`src/rtl/uart_pkg.sv`:
```
// Shared types and defaults for the UART transmit scheduler.
package uart_pkg;

  typedef enum logic [1:0] {
    ST_IDLE    = 2'd0,
    ST_LOAD    = 2'd1,
    ST_WAIT_HI = 2'd2,
    ST_WAIT_LO = 2'd3
  } sched_state_t;

  localparam int TIMEOUT_DEFAULT = 65535;
  localparam int GID_W           = 3;
  localparam int TO_W            = 16;

  function automatic logic [TO_W-1:0] sat_inc(input logic [TO_W-1:0] v);
    return (v == '1) ? v : v + TO_W'(1);
  endfunction

endpackage

```
`src/rtl/uart_rr_arb.sv`:
```
// Combinational round-robin picker: the first requester after last_grant wins.
module uart_rr_arb import uart_pkg::*; #(
  parameter int NREQ = 4
) (
  input  logic [NREQ-1:0]  req,
  input  logic [GID_W-1:0] last_grant,
  output logic [NREQ-1:0]  gnt,
  output logic [GID_W-1:0] idx,
  output logic             any
);

  logic [GID_W-1:0]  start;
  logic [2*NREQ-1:0] dbl;
  logic [2*NREQ-1:0] shifted;
  logic [NREQ-1:0]   rot;
  int                win;

  always_comb begin
    gnt     = '0;
    idx     = last_grant;
    any     = 1'b0;
    win     = 0;
    start   = (last_grant == GID_W'(NREQ-1)) ? '0 : last_grant + GID_W'(1);
    dbl     = {req, req};
    // rot[j] is the request at position start+j, modulo NREQ
    shifted = dbl >> start;
    rot     = shifted[NREQ-1:0];
    for (int j = 0; j < NREQ; j++) begin
      if (!any && rot[j]) begin
        any = 1'b1;
        win = int'(start) + j;
      end
    end
    if (win >= NREQ) win = win - NREQ;
    for (int i = 0; i < NREQ; i++) begin
      if (any && win == i) gnt[i] = 1'b1;
    end
    if (any) idx = GID_W'(win);
  end

endmodule

```
`src/rtl/uart_tx_sched.sv`:
```
// Multiplexes per-requester byte streams onto one UART transmitter with
// round-robin packet arbitration, burst limiting and a load timeout.
//
//   state      | meaning
//   IDLE       | no owner; arbitrate and latch the winner's first byte
//   LOAD       | tx_load held until the UART reports busy
//   WAIT_HI    | same as LOAD, for follow-on bytes of the same owner
//   WAIT_LO    | UART busy; on completion continue the packet or release
module uart_tx_sched import uart_pkg::*; #(
  parameter int NREQ     = 4,
  parameter int WIDTH    = 8,
  parameter int MAXBURST = 16,
  parameter int TIMEOUT  = TIMEOUT_DEFAULT
) (
  input  logic                  clk,
  input  logic                  rst,
  input  logic [NREQ-1:0]       req_valid,
  input  logic [NREQ*WIDTH-1:0] req_data,
  input  logic [NREQ-1:0]       req_last,
  output logic [NREQ-1:0]       req_ready,
  output logic [WIDTH-1:0]      tx_data,
  output logic                  tx_load,
  input  logic                  tx_busy,
  output logic [2:0]            grant_id,
  output logic                  sched_active,
  output logic                  timeout_err,
  input  logic                  err_clr
);

  localparam logic [TO_W-1:0]  TO_LIM    = TO_W'(TIMEOUT-1);
  localparam logic [TO_W-1:0]  BURST_LIM = TO_W'(MAXBURST);
  localparam logic [GID_W-1:0] LAST_RST  = GID_W'(NREQ-1);

  sched_state_t     state_q, state_d;
  logic [WIDTH-1:0] tx_data_q, tx_data_d;
  logic [GID_W-1:0] grant_q, grant_d;
  logic [GID_W-1:0] last_q, last_d;
  logic [TO_W-1:0]  burst_q, burst_d;
  logic [TO_W-1:0]  to_q, to_d;
  logic [TO_W-1:0]  burst_inc;
  logic             err_q, err_d;
  logic             lastf_q, lastf_d;
  logic [NREQ-1:0]  ready_c;
  logic             load_c;
  logic             timeout_hit;

  logic [NREQ-1:0]  arb_gnt;
  logic [GID_W-1:0] arb_idx;
  logic             arb_any;
  logic [WIDTH-1:0] arb_data;
  logic             arb_last;

  logic [NREQ-1:0]  own_onehot;
  logic             own_valid;
  logic             own_last;
  logic [WIDTH-1:0] own_data;

  uart_rr_arb #(.NREQ(NREQ)) u_arb (
    .req        (req_valid),
    .last_grant (last_q),
    .gnt        (arb_gnt),
    .idx        (arb_idx),
    .any        (arb_any)
  );

  always_comb begin
    arb_data   = '0;
    arb_last   = 1'b0;
    own_onehot = '0;
    own_valid  = 1'b0;
    own_last   = 1'b0;
    own_data   = '0;
    for (int i = 0; i < NREQ; i++) begin
      if (arb_gnt[i]) begin
        arb_data = req_data[i*WIDTH +: WIDTH];
        arb_last = req_last[i];
      end
      if (grant_q == GID_W'(i)) begin
        own_onehot[i] = 1'b1;
        own_valid     = req_valid[i];
        own_last      = req_last[i];
        own_data      = req_data[i*WIDTH +: WIDTH];
      end
    end
  end

  assign burst_inc = burst_q + TO_W'(1);

  always_comb begin
    state_d     = state_q;
    tx_data_d   = tx_data_q;
    grant_d     = grant_q;
    last_d      = last_q;
    burst_d     = burst_q;
    to_d        = '0;
    err_d       = err_q;
    lastf_d     = lastf_q;
    ready_c     = '0;
    load_c      = 1'b0;
    timeout_hit = 1'b0;

    case (state_q)
      ST_IDLE: begin
        if (arb_any) begin
          ready_c   = arb_gnt;
          tx_data_d = arb_data;
          lastf_d   = arb_last;
          grant_d   = arb_idx;
          burst_d   = '0;
          state_d   = ST_LOAD;
        end
      end
      ST_LOAD, ST_WAIT_HI: begin
        // tx_load drops in the same cycle busy is seen, not one cycle later
        load_c = ~tx_busy;
        if (tx_busy) begin
          state_d = ST_WAIT_LO;
        end else if (to_q >= TO_LIM) begin
          timeout_hit = 1'b1;
          last_d      = grant_q;
          state_d     = ST_IDLE;
        end else begin
          to_d = sat_inc(to_q);
        end
      end
      ST_WAIT_LO: begin
        if (!tx_busy) begin
          burst_d = burst_inc;
          if (!lastf_q && burst_inc < BURST_LIM && own_valid) begin
            ready_c   = own_onehot;
            tx_data_d = own_data;
            lastf_d   = own_last;
            state_d   = ST_WAIT_HI;
          end else begin
            last_d  = grant_q;
            state_d = ST_IDLE;
          end
        end
      end
      default: state_d = ST_IDLE;
    endcase

    if (timeout_hit)  err_d = 1'b1;
    else if (err_clr) err_d = 1'b0;
  end

  always_ff @(posedge clk) begin
    if (rst) begin
      state_q   <= ST_IDLE;
      tx_data_q <= '0;
      grant_q   <= '0;
      last_q    <= LAST_RST;
      burst_q   <= '0;
      to_q      <= '0;
      err_q     <= 1'b0;
      lastf_q   <= 1'b0;
    end else begin
      state_q   <= state_d;
      tx_data_q <= tx_data_d;
      grant_q   <= grant_d;
      last_q    <= last_d;
      burst_q   <= burst_d;
      to_q      <= to_d;
      err_q     <= err_d;
      lastf_q   <= lastf_d;
    end
  end

  assign req_ready    = ready_c & {NREQ{~rst}};
  assign tx_load      = load_c & ~rst;
  assign tx_data      = tx_data_q;
  assign grant_id     = grant_q;
  assign timeout_err  = err_q;
  assign sched_active = (state_q != ST_IDLE);

endmodule

```
`config.mk`:
```
export PLATFORM = sky130hd
export DESIGN_NAME = uart_tx_sched
export DESIGN_NICKNAME = d
export VERILOG_FILES = /design/src/rtl/uart_pkg.sv /design/src/rtl/uart_rr_arb.sv /design/src/rtl/uart_tx_sched.sv
export SDC_FILE = /design/constraint.sdc
export NUM_CORES = 1
export LEC_CHECK = 0
export CAP_MARGIN = 25
export CORE_MARGIN = 3
export CORE_UTILIZATION = 40
export DETAILED_ROUTE_END_ITERATION = 10
export GPL_TIMING_DRIVEN = 0
export PLACE_DENSITY = 0.72
export SETUP_SLACK_MARGIN = 0.05
export SLEW_MARGIN = 10
export SYNTH_ARGS = -nofsm -noshare
export SYNTH_HDL_FRONTEND = slang
export SYNTH_HIERARCHICAL = 1
export SYNTH_SLANG_ARGS = --single-unit
```
`constraint.sdc`:
```
create_clock -name clk -period 6.75 [get_ports clk]
set_input_delay 1.6875 -clock clk [delete_from_list [all_inputs] [get_ports clk]]
set_output_delay 1.6875 -clock clk [all_outputs]
set_load 0.01 [all_outputs]
```
## Yosys cells after proc, flatten, opt, wreduce, memory -nomap -nowiden

Index checks and enable logic that the tools add are counted.

- Add/sub/neg operators: 7
- Shift-type cells: 1
- Order comparisons: 3
- Equality and inequality tests: 18
- Reduce and logical (&&, ||, !) cells: 27
- Muxes and demuxes: 70
- Bitwise logic cells: 5

Operator list:

| cell | number |
|---|---|
| 32-bit two-way mux | 4 |
| 8-bit two-way mux | 11 |
| 32-bit by 3-bit == test with 1-bit output (second input constant) | 2 |
| 1-bit two-way mux | 33 |
| 16-bit by 1-bit adder with 16-bit output (second input constant) | 2 |
| 32-bit by 2-bit == test with 1-bit output (second input constant) | 1 |
| 32-bit by 4-bit >= comparator with 1-bit output (second input constant) | 1 |
| 32-bit logical NOT | 1 |
| 16-bit two-way mux | 2 |
| 16-bit case mux with 2 select lines | 1 |
| 32-bit by 4-bit subtractor with 32-bit output (second input constant) | 1 |
| 3-bit two-way mux | 6 |
| 16-bit == test (second input constant) | 1 |
| 16-bit >= comparator (second input constant) | 1 |
| 16-bit by 5-bit < comparator with 1-bit output (second input constant) | 1 |
| 8-bit case mux with 2 select lines | 1 |
| 4-bit two-way mux | 3 |
| 2-bit inequality test (second input constant) | 6 |
| 2-bit two-way mux | 5 |
| 3-bit by 2-bit == test with 1-bit output (second input constant) | 3 |
| 1-bit logical AND | 9 |
| 3-bit by 2-bit adder with 4-bit output (second input constant) | 2 |
| 4-bit case mux with 2 select lines | 1 |
| 2-bit nonzero test | 4 |
| 22 further kinds | 29 |

- Register bits: 50
- Logic and storage cells: 139
- Output and inout bits: 18

## Logic depth before layout (Yosys ltp)

- Depth after elaboration: 24
- Depth in mapped cells: 17
- Depth with buffers taken out: 15

## By module

Netlist, hierarchy kept.

By module, submodules not included:

| module | instances | area each (sq um) | cells an instance |
|---|---|---|---|
| uart_tx_sched | 1 | 3,362.0 | 419 |
| uart_rr_arb | 1 | 784.5 | 95 |

## Worst setup path after synthesis

Ideal clock, no wire load.

- Path type: input -> output
- Start point: input port req_valid[2]
- End point: output port req_ready[3]
- Data required time: 5.062 ns
- Cell stages on the path: 11
- Data arrival time: 3.997 ns
- Slack: 1.065 ns
- Cells stage by stage: clkbuf_2 -> mux2i_1 -> and3b_2 -> a2111oi_4 -> nand4_1 -> a22o_1 -> nor4_2 -> clkbuf_1 -> clkbuf_1 -> nand2_1 -> o21ai_0

- Word-level cells in the longest chain between the ends: 19
- Elaborated cells on any way between the ends: 29
- Those cells by class: add/sub: 1; order compare: 1; eq/ne: 1; shift: 1; mux: 16; bitwise: 1; reduce/logical: 8

Ends and longest elaborated chain:

| item | line | text |
|---|---|---|
| start, declared | uart_tx_sched.sv:17 | `input logic [NREQ-1:0] req_valid,` |
| 8-bit by 3-bit >> shifter with 4-bit output (*) | uart_rr_arb.sv:26 | `shifted = dbl >> start;` |
| 1-bit two-way mux | uart_rr_arb.sv:29 | `if (!any && rot[j]) begin` |
| 1-bit logical NOT | uart_rr_arb.sv:29 |  |
| 1-bit logical AND | uart_rr_arb.sv:29 |  |
| 1-bit two-way mux | uart_rr_arb.sv:29 |  |
| 1-bit logical NOT | uart_rr_arb.sv:29 |  |
| 1-bit logical AND | uart_rr_arb.sv:29 |  |
| 1-bit two-way mux | uart_rr_arb.sv:29 |  |
| [... 4 more ...] | n/a |  |
| 32-bit two-way mux | uart_rr_arb.sv:34 | `if (win >= NREQ) win = win - NREQ;` |
| 32-bit by 3-bit == test with 1-bit output | uart_rr_arb.sv:36 | `if (any && win == i) gnt[i] = 1'b1;` |
| 1-bit logical AND (*) | uart_rr_arb.sv:36 |  |
| 1-bit two-way mux (*) | uart_rr_arb.sv:36 |  |
| via arb_gnt[3] | uart_tx_sched.sv:47 | `logic [NREQ-1:0] arb_gnt;` |
| 4-bit two-way mux (*) | uart_tx_sched.sv:104 | `if (arb_any) begin` |
| 4-bit case mux with 2 select lines (*) | uart_tx_sched.sv:102 | `case (state_q)` |
| 4-bit bitwise AND (*) | uart_tx_sched.sv:169 | `assign req_ready = ready_c & {NREQ{~rst}};` |
| end, declared | uart_tx_sched.sv:20 | `output logic [NREQ-1:0] req_ready,` |

The timed path passes the listed nets; every way through them passes the cells marked *.

## Final worst setup path

- Start point: input port req_valid[2]
- End point: output port req_ready[1]

- Elaborated cells on any way between the ends: 29
- Those cells by class: add/sub: 1; order compare: 1; eq/ne: 1; shift: 1; mux: 16; bitwise: 1; reduce/logical: 8

RTL lines:

| item | line | text |
|---|---|---|
| 8-bit by 3-bit >> shifter with 4-bit output (*) | uart_rr_arb.sv:26 |  |
| 1-bit two-way mux | uart_rr_arb.sv:29 |  |
| 1-bit logical NOT | uart_rr_arb.sv:29 |  |
| 1-bit logical AND | uart_rr_arb.sv:29 |  |
| 1-bit two-way mux | uart_rr_arb.sv:29 |  |
| 1-bit logical NOT | uart_rr_arb.sv:29 |  |
| 1-bit logical AND | uart_rr_arb.sv:29 |  |
| 1-bit two-way mux | uart_rr_arb.sv:29 |  |
| 1-bit logical NOT | uart_rr_arb.sv:29 |  |
| 1-bit logical AND | uart_rr_arb.sv:29 |  |
| 1-bit two-way mux (*) | uart_rr_arb.sv:29 |  |
| via arb_any | uart_tx_sched.sv:49 | `logic arb_any;` |
| 1-bit logical AND | uart_rr_arb.sv:36 |  |
| 1-bit two-way mux | uart_rr_arb.sv:36 |  |
| 4-bit two-way mux (*) | uart_tx_sched.sv:104 |  |
| 4-bit case mux with 2 select lines (*) | uart_tx_sched.sv:102 |  |
| 4-bit bitwise AND (*) | uart_tx_sched.sv:169 |  |

Marked as above.

==> results_tabular.tex <==
\begin{tabular}{lr}
\hline
Metric & Value \\
\hline
\multicolumn{2}{l}{\textbf{Logic synthesis}} \\
\quad Share of async-settable or async-resettable flops after synthesis & 0\% \\
\quad Count of warnings emitted by yosys & 6 \\
\quad Post-synthesis cell count & 514 \\
\quad Post-synth top area cell & dfxtp\_1 \\
\quad Post-Synthesis Net Count & 569 \\
\quad Average size of a mapped cell & 8.067 sq um \\
\quad Post-Synthesis Cell Area & 4146 sq um \\
\quad Predominant post-synthesis flop cell & dfxtp\_1 \\
\quad Number of distinct library cells after synthesis & 86 \\
\quad Post-synthesis register bit count & 50 \\
\quad Sequential fraction of the synthesis area & 24.14\% \\
\quad Yosys top cell area share & 24.14\% \\
\quad Number of enable flip-flop cells after synthesis & 0 \\
\quad Top post-synthesis cells by area & dfxtp\_1, mux4\_2, nor2\_1, nand2\_1, o21ai\_0 \\
\multicolumn{2}{l}{\textbf{Timing}} \\
\quad Min Tclk post-route & 6.490 ns \\
\quad Final setup skew & 0.007539 ns \\
\quad Fin. max-slew vios & 0 \\
\quad Worst slew pin tran & 0.8325 ns \\
\quad RSZ-0062 raised after global routing & no \\
\quad Relative slew margins & 44.38\% \\
\quad Maximum clock rate & 154.1 MHz \\
\quad Number of hold violations in the final report & 0 \\
\quad Final count of negative-setup-slack endpoints & 0 \\
\quad Fin Setup TNS & 0 ns \\
\quad Final Cycle Share & 96.15\% \\
\multicolumn{2}{l}{\textbf{Floorplan}} \\
\quad Die W & 107.8 um \\
\quad I/O pin count & 62 \\
\quad DIE HEIGHT & 107.8 um \\
\quad Floorplan Core Area & 9910 sq um \\
\quad Starting utilization of the core area & 41.84\% \\
\quad Area of the die & 11,620 sq um \\
\quad Floorplan row count & 36 \\
\multicolumn{2}{l}{\textbf{Placed design}} \\
\quad Placed instance area & 4913 sq um \\
\quad IO Port Bufs & 60 \\
\quad Weighted congestion at the end of routability-driven global placement & 0.8770 \\
\quad Sum of net half-perimeters after detailed placement & 8724 um \\
\multicolumn{2}{l}{\textbf{Cells and area}} \\
\quad Final core utilization & 51.10\% \\
\quad Area grow syn2layout & 22.12\% \\
\quad Filler instances & 974 \\
\quad Number of antenna repair diodes & 0 \\
\quad Share of post-route cells with drive strength above 1 & 13.33\% \\
\quad Post-route standard cell area excluding fillers & 5064 sq um \\
\quad Layout net count & 640 \\
\multicolumn{2}{l}{\textbf{Critical path}} \\
\quad Highest net fanout along the worst path & 8 \\
\quad CP Capture Type & output pin \\
\quad Setup Crit Path Kind & primary input to output pin \\
\quad Data required time at the worst endpoint & 5.06 ns \\
\quad Worst endpoint data arrival time & 4.80 ns \\
\quad Critical Path Start Type & primary input \\
\multicolumn{2}{l}{\textbf{Clocking}} \\
\quad Clock latency on the worst-skew pair & 0.30 ns \\
\quad Root cell of the clock tree & clkbuf\_8 \\
\quad Clk buf depth & 2 \\
\quad Clock tree sinks & 50 \\
\quad Clock transition time at the flip-flop clock pins of the worst setup and hold paths & 0.09 ns \\
\quad Inserted Clock Buffers & 5 \\
\quad Maximum level of the CTS H-tree & 2 \\
\quad Clock tree from TritonCTS & built \\
\multicolumn{2}{l}{\textbf{Global route}} \\
\quad Aggregate global routing overflow & 0 \\
\quad Vias in the first global route & 3,984 \\
\quad Antenna violations before repair & 0 \\
\quad Wire length of the first global-routing pass & 19,420 um \\
\quad GRT Total Usage & 20.06\% \\
\quad Largest net degree at the start of global routing & 16 \\
\multicolumn{2}{l}{\textbf{Power}} \\
\quad Maximum resistive drop on vdd & 104.4 uV \\
\quad Total leakage power & 0.001895 uW \\
\quad PD cells & 261.7 nW/um\^{}2 \\
\multicolumn{2}{l}{\textbf{Drt}} \\
\quad First-pass detailed-route iteration total & 6 \\
\quad Post-detailed-route via-to-cell ratio & 5.855 \\
\quad Average wire per standard cell & 16.17 um \\
\quad Violation count after the first detailed-routing iteration & 326 \\
\quad Antenna-violating nets left & 0 \\
\quad Number of design rule violations left after detail routing & 0 \\
\quad Wirelength, routed & 11,610 um \\
\quad Total number of vias & 4,204 \\
\multicolumn{2}{l}{\textbf{Min path}} \\
\quad Kind of path behind the tightest hold check & flip-flop to flip-flop \\
\multicolumn{2}{l}{\textbf{Status}} \\
\quad Outcome & complete, no violations \\
\multicolumn{2}{l}{\textbf{Job}} \\
\quad \# Max-Cap Violations & 0 \\
\hline
\end{tabular}
==> layer usage <==
metal | share of wire (%) | global-route usage [%] | up-vias
met5 | 0 | 0 | -
met1 | 46 | 28.90 | 2014
met2 | 47 | 32.55 | 137
li1 | - | - | 2044
met4 | 0.96 | 4.238 | 0
met3 | 5.8 | 1.860 | 9
==> layout make-up <==
type | instances | area, sq um | area share, %
Clock inverter | 2 | 13.76 | 0.2718
Sequential cell | 50 | 1001 | 19.77
Multi-Input combinational cell | 409 | 2918 | 57.62
Inverter | 22 | 87.58 | 1.730
Timing Repair Buffer | 64 | 633.1 | 12.50
Tap cell | 133 | 166.4 | 3.286
Clock buffer | 5 | 68.82 | 1.359
Buffer | 33 | 175.2 | 3.459
==> worst paths after layout <==
path | from | end | slack (ns) | cells past startpoint
worst max-delay path | req_valid[2] | req_ready[1] | 0.26 | 13
worst min-delay path | timeout_err | timeout_err | 0.48 | 2
worst max register to register | last_q[0] | burst_q[12] | 2.82 | 13
worst min register to register | timeout_err | timeout_err | 0.48 | 2
==> kinds of logic after synthesis <==
| logic type | count (synthesis) | share of synthesized area [%] |
|---|---|---|
| XOR/XNOR | 18 | 3.802 |
| AO/OA/AOI/OAI | 129 | 22.90 |
| adder cells (fa/ha/maj) | 11 | 3.319 |
| AND/OR/NAND/NOR | 222 | 29.39 |
| buffers and inverters | 55 | 5.823 |
| flip-flops | 50 | 24.14 |
| multiplexers | 29 | 10.62 |
==> synth_stat cells, drive strengths merged (7+ instances only) <==
| cell type | count |
|---|---|
| a21oi | 23 |
| a221oi | 9 |
| and3 | 7 |
| buf | 7 |
| clkbuf | 26 |
| dfxtp | 50 |
| ha | 11 |
| inv | 22 |
| mux2 | 10 |
| mux2i | 9 |
| mux4 | 10 |
| nand2 | 50 |
| nand2b | 10 |
| nand3 | 21 |
| nand4 | 12 |
| nor2 | 54 |
| nor2b | 21 |
| nor3 | 15 |
| nor4 | 7 |
| o21ai | 31 |
| o31ai | 10 |
| xor2 | 12 |
==> power breakdown <==
part / leakage [uW] / internal, uW / switching [uW]
combinational: 0.00145 / 378 / 418
clock: 0.0000444 / 71.9 / 99.4
sequential: 0.000405 / 332 / 25.5
total: 0.00189 / 782 / 543
==> worst max-delay path, stage by stage <==
cell and delay, ns:
clkdlybuf4s50_1 0.49, clkbuf_4 0.21, mux2i_1 0.10, o21a_1 0.21
a2111oi_4 0.34, buf_4 0.20, and4b_2 0.26, inv_1 0.19
nand2_2 0.14, nor3_4 0.24, nand2_1 0.07, o31ai_1 0.06
clkdlybuf4s50_1 0.59
==> state kept, by name, indices dropped and copies added (netlist names) <==
| name | flops |
|---|---|
| burst_q | 16 |
| to_q | 16 |
| tx_data | 8 |
| grant_id | 3 |
| last_q | 3 |
| state_q | 2 |
| lastf_q | 1 |
| timeout_err | 1 |
==> metrics by stage <==
| stage | total power (uW) | setup slack, ns | hold WS, ns | std cells |
|---|---|---|---|---|
| floorplan | 894.8 | 1.065 | 0.4364 | 514 |
| detailed placement | 1124 | -0.5732 | 0.4703 | 707 |
| finish | 1325 | 0.2597 | 0.4846 | 718 |
| global route | 1418 | 0.06874 | 0.5109 | 718 |
| CTS | 1318 | 0.1021 | 0.4915 | 717 |
| global placement | 1112 | -0.5874 | 0.4544 | 707 |
==> cell usage in the layout (no fill, tap or decap), drive strengths merged, types with 3 or more instances in the layout <==
cell           count
clkdlybuf4s50     56
nor2              54
dfxtp             50
nand2             50
o21ai             31
clkbuf            29
a21oi             23
inv               23
nor2b             21
nand3             21
nor3              15
buf               13
xor2              12
nand4             12
ha                11
mux4              10
o31ai             10
mux2              10
nand2b            10
a221oi             9
mux2i              9
and3               7
nor4               7
a31oi              6
xnor2              6
a211oi             6
a311oi             5
a22oi              5
and2               4
o211ai             3
nand3b             3
o21a               3
a221o              3
a32o               3
and4               3
==> what timing repair did <==
item / in CTS / in global routing
hold buffers: 0 / 0
hold endpoints to repair: 0 / 0
gates resized for setup: 13 / 8
setup buffers: 3 / 1
endpoints found under the setup margin: 4 / 4
pin swaps: 1 / 2
No activity file was read; power rests on OpenSTA's default activity.
